## config.mk

```make
export PLATFORM = sky130hd
export DESIGN_NAME = prescaled_updown_counter
export DESIGN_NICKNAME = d
export VERILOG_FILES = /design/src/rtl/prescaled_updown_counter.sv
export SDC_FILE = /design/constraint.sdc
export NUM_CORES = 1
export LEC_CHECK = 0
export ABC_CLOCK_PERIOD_IN_PS = 2100
export CAP_MARGIN = 5
export CORE_AREA = 2 2 65 67
export CTS_CLUSTER_DIAMETER = 50
export DETAILED_ROUTE_END_ITERATION = 10
export DIE_AREA = 0 0 67 69
export PLACE_DENSITY = 0.7
export SYNTH_ARGS = -nofsm -noshare
export SYNTH_HDL_FRONTEND = slang
export SYNTH_SLANG_ARGS = --single-unit
```

## constraint.sdc

```tcl
create_clock -name clk -period 2.1 [get_ports clk]
set_clock_uncertainty 0.05 [all_clocks]
set_input_delay 0.315 -clock clk [delete_from_list [all_inputs] [get_ports clk]]
set_output_delay 0.315 -clock clk [all_outputs]
set_load 0.02 [all_outputs]
```

## src/rtl/prescaled_updown_counter.sv

```systemverilog
// Up/down counter that steps once every PRESCALE enabled clocks, with a programmable
// modulus, synchronous clear/load, and wrap or saturate behaviour at the range ends.
module prescaled_updown_counter #(
    parameter int DATA_WIDTH = 4,
    parameter int PRESCALE   = 50000000,
    parameter int MAX_COUNT  = 2**DATA_WIDTH-1,
    parameter int SATURATE   = 0
) (
    input  logic                  clk,
    input  logic                  rst_n,
    input  logic                  en,
    input  logic                  direction,
    input  logic                  clear,
    input  logic                  load,
    input  logic [DATA_WIDTH-1:0] load_value,
    output logic [DATA_WIDTH-1:0] count,
    output logic                  tick,
    output logic                  wrap,
    output logic                  terminal
);

    localparam int PSC_W = (PRESCALE > 1) ? $clog2(PRESCALE) : 1;
    localparam logic [PSC_W-1:0]      PSC_LAST = PSC_W'(PRESCALE - 1);
    localparam logic [PSC_W-1:0]      PSC_ONE  = PSC_W'(1);
    localparam logic [DATA_WIDTH-1:0] MAX_VAL  = DATA_WIDTH'(MAX_COUNT);
    localparam logic [DATA_WIDTH-1:0] ZERO     = '0;
    localparam logic [DATA_WIDTH-1:0] ONE      = DATA_WIDTH'(1);

    logic [PSC_W-1:0] psc;
    logic             psc_last;
    logic             step;
    logic [DATA_WIDTH:0] stepped;

    // Returns {wrap_flag, next_count}; the range ends are MAX_VAL and 0, never 2^DATA_WIDTH.
    function automatic logic [DATA_WIDTH:0] step_count(input logic [DATA_WIDTH-1:0] cur,
                                                       input logic up);
        logic [DATA_WIDTH:0] r;
        r = {1'b0, cur};
        if (up) begin
            if (cur == MAX_VAL)
                r = (SATURATE != 0) ? {1'b0, MAX_VAL} : {1'b1, ZERO};
            else
                r = {1'b0, cur + ONE};
        end else begin
            if (cur == ZERO)
                r = (SATURATE != 0) ? {1'b0, ZERO} : {1'b1, MAX_VAL};
            else
                r = {1'b0, cur - ONE};
        end
        return r;
    endfunction

    function automatic logic [DATA_WIDTH-1:0] clamp(input logic [DATA_WIDTH-1:0] v);
        return (v > MAX_VAL) ? MAX_VAL : v;
    endfunction

    assign psc_last = (psc == PSC_LAST);
    assign step     = en && psc_last;
    assign stepped  = step_count(count, direction);
    assign terminal = direction ? (count == MAX_VAL) : (count == ZERO);

    // Prescaler: only advances while enabled; clear realigns the step phase.
    always_ff @(posedge clk or negedge rst_n) begin
        if (!rst_n) begin
            psc <= '0;
        end else if (clear) begin
            psc <= '0;
        end else if (en) begin
            psc <= psc_last ? '0 : psc + PSC_ONE;
        end
    end

    // Count and status pulses; with en low and no clear/load everything holds.
    always_ff @(posedge clk or negedge rst_n) begin
        if (!rst_n) begin
            count <= '0;
            tick  <= 1'b0;
            wrap  <= 1'b0;
        end else if (clear) begin
            count <= '0;
            tick  <= 1'b0;
            wrap  <= 1'b0;
        end else if (load) begin
            count <= clamp(load_value);
            tick  <= 1'b0;
            wrap  <= 1'b0;
        end else if (en) begin
            if (step) begin
                count <= stepped[DATA_WIDTH-1:0];
                tick  <= 1'b1;
                wrap  <= stepped[DATA_WIDTH];
            end else begin
                tick  <= 1'b0;
                wrap  <= 1'b0;
            end
        end
    end

endmodule
```

==> impl_metrics.json <==
{
  "seq_area_um2": 801,
  "hold_path.class": "in -> async",
  "io_buffers": 16,
  "htreeDepth": 2,
  "synth.top_cell.area_share_pct": 41.9,
  "synth.area.top_cells": "dfrtp_1 42%, xor2_1 5.5%, nand4_1 5.2%, nor2_1 4.7%, nand2_1 3.9%",
  "detail_route.first_pass.iterations": 4,
  "post_drt_via_cell_ratio": 5.77,
  "fmax_mhz": 477,
  "cellPowerDensity_mw_per_mm2": 519,
  "die_x_um": 67,
  "grt_max_degree": 33,
  "diodes": 0,
  "cts_sinks": 32,
  "worst_setup_path_start_kind": "flip-flop",
  "multiInputGateArea_mm2": 0.00106,
  "fin_crit_sh_pct": 99.9,
  "rrSetupSlack_ns": 0.003,
  "cts_buffers": 5,
  "drc": 0,
  "synth-seq-cells": 32,
  "synth_top_area_cell": "dfrtp_1",
  "cp_top_family": "simple AND/OR/NAND/NOR gates",
  "synth-edff-count": 0,
  "num_io_pins": 17,
  "place_ws_ns": -0.282,
  "routabilityCongestion": 0.851,
  "slowest_stage": "or4b_4",
  "fin_crit_ns": 2.10,
  "post-route-util_pct": 63.1,
  "worst-r2r-cell-count": 5,
  "syn_nets": 228,
  "required_ns": 2.25,
  "grt.overflow.total": 0,
  "antenna_found_initial": 0,
  "initial_utilization_pct": 48.8,
  "num_rows": 23,
  "cp_cell_sequence": "or4b_4 > nor4b_4 > and3_4 > o311ai_1 > a311oi_1",
  "ant_nets": 0,
  "fillers": 361,
  "synthArstFlopShare_pct": 100,
  "finalHoldViolations": 0,
  "critPathKind": "reg -> reg",
  "ys_seq_area_share_pct": 41.9,
  "r2r_start": "psc[16]$_DFFE_PN0P_",
  "final_nets": 280,
  "cts_tree": "yes",
  "endpoint_kind": "flip-flop",
  "fin_ws_ns": 0.00297,
  "drt_iter0_drc": 100,
  "avgSynthCellArea_um2": 8.88,
  "max_stage_delay_ns": 0.56,
  "drive_gt1_share_pct": 20.1,
  "outcome": "finished, final reports clean",
  "worstMarginPinSlew_ns": 0.410,
  "leakage_nw": 1.04,
  "fp.dieH_um": 69,
  "ir_worst_vdd_uv": 428,
  "syn-instance-count": 215,
  "grt_pass1_wl_um": 8260,
  "worstPathArrival_ns": 2.24,
  "cts-root-buf": "clkbuf_8",
  "drv_slew": 0,
  "core_area_mm2": 0.00391,
  "crit_path_max_fanout": 5,
  "area_delta_synth_final_pct": 29.3,
  "crit_buf_inv": 0,
  "die_area_mm2": 0.00462,
  "wire_per_inst_um": 15.4,
  "r2r-end": "count[3]$_DFFE_PN0P_",
  "ys.flop_type": "dfrtp_1",
  "cts_hold_buf": 0,
  "clk_pin_slew_ns": 0.07,
  "hpwl_um": 3550,
  "vias": 1836,
  "synthDistinctLibCells": 47,
  "yosysWarningCount": 0,
  "grt_usage_pct": 23.1,
  "setup_viol": 0,
  "netlist_area_mm2": 0.00191,
  "grt_pass1_vias": 1788,
  "ctsLongestPathBuffers": 2,
  "totalWireLength_um": 4910,
  "rsz0062_at_grt": "yes",
  "clk_latency_ns": 0.29,
  "slew-limit-headroom_pct": 72.7,
  "max_cap_viol_count": 0
}
[kinds of logic (layout without fill, tap and decap cells)]
kind of cell | Yosys count | after routing | synth area share [%]
compound gates | 40 | 40 | 13.8
xor+xnor | 14 | 14 | 6.42
fa+ha+maj | 3 | 3 | 1.97
buf+inv | 14 | 67 | 3.15
flops | 32 | 32 | 41.9
mux | 2 | 2 | 1.11
simple gates | 110 | 110 | 31.6
[routing by layer]
metal  vias to the layer above  global-route usage, %  wire, um
li1                        909                      -         -
met1                       887                   33.5      2310
met2                        34                   34.2      2350
met5                         -                      0         0
met4                         0                   9.07        54
met3                         6                   3.43       203
[cell usage after synthesis, drive strengths merged (2+ instances only)]
master and count:
nor4b 2, and4 2, a211oi 2, or3 2
o211ai 2, ha 3, clkbuf 5, and3 7
buf 2, o22ai 2, inv 7, o21ai 6
nand4b 2, nor2 24, nor3 6, nand3 15
dfrtp 32, nand2 20, and2 2, nand4 16
nor4 6, xor2 12, a21oi 11, a311oi 3
xnor2 2, a31oi 5
[worst max path at each step]
| stage | start | endpoint | cells after the start |
|---|---|---|---|
| after floorplan | count[0]$_DFFE_PN0P_ | wrap$_DFFE_PN0P_ | 7 |
| after global placement | direction | terminal | 4 |
| after detailed placement | direction | terminal | 4 |
| after CTS | count[0]$_DFFE_PN0P_ | terminal | 5 |
| after global routing | psc[16]$_DFFE_PN0P_ | count[3]$_DFFE_PN0P_ | 5 |
| final | psc[16]$_DFFE_PN0P_ | count[3]$_DFFE_PN0P_ | 5 |
[registers in the layout (all words and copies together) (netlist names)]
name,flops
count,4
wrap,1
tick,1
psc,26
[cell type report]
type	instances	share of cell area, %
timing repair buffer	52	17.5
sequential	32	32.4
tap	50	2.53
inverter	7	1.06
multi-input combinational	169	42.8
clock buffer	8	3.65
[through the flow]
stage | area (um2) | cells | setup TNS, ns | hold WS, ns | power, mW
after global routing | 2470 | 318 | -0.171 | 0.410 | 1.34
after global placement | 2330 | 305 | -0.269 | 0.456 | 0.798
after detailed placement | 2330 | 305 | -0.292 | 0.473 | 0.800
after floorplan | 1910 | 215 | 0 | -0.0306 | 0.713
final | 2470 | 318 | 0 | 0.367 | 1.28
after CTS | 2420 | 313 | 0 | 0.389 | 1.29
[cell usage in the layout, fill, tap and decap left out, types with 2 or more instances in the layout]
cell type / netlist / final
a31oi_1: 5 / 5
or3_1: 2 / 2
nand3_1: 15 / 15
nor3_1: 5 / 5
ha_1: 3 / 3
inv_1: 6 / 6
a311oi_1: 3 / 3
buf_4: 2 / 36
and2_1: 2 / 2
xnor2_1: 2 / 2
a21oi_1: 11 / 11
nand4b_1: 2 / 2
o22ai_1: 2 / 2
nor4_1: 6 / 6
and4_1: 2 / 2
clkdlybuf4s50_1: 0 / 15
a211oi_1: 2 / 2
nand2_1: 20 / 20
nand4_1: 16 / 16
clkbuf_8: 0 / 6
xor2_1: 12 / 12
o21ai_0: 6 / 5
clkbuf_1: 5 / 2
and3_1: 6 / 6
nor2_1: 24 / 23
dfrtp_1: 32 / 32
o211ai_1: 2 / 2
[timing repair]
item | 4_1_cts | 5_1_grt
gates resized for setup | 5 | 4
pin swaps | 1 | 5
endpoints found under the hold margin | 0 | 0
endpoints found under the setup margin | 2 | 6
setup buffers | 0 | 5
[power by group]
| group | switching [mW] | total (mW) | leakage, nW | internal (mW) |
|---|---|---|---|---|
| logic | 0.0856 | 0.159 | 0.554 | 0.0738 |
| clock network | 0.222 | 0.489 | 0.0455 | 0.267 |
| registers | 0.00877 | 0.633 | 0.442 | 0.624 |
[worst register-to-register path, delay by kind of cell, from the launching register on]
| kind | cells | cell delay (ns) |
|---|---|---|
| and+or+nand+nor | 3 | 1.24 |
| DFF | 1 | 0.38 |
| AOI/OAI and AO/OA | 2 | 0.35 |
Note: power is estimated with default switching activity, not from simulation.
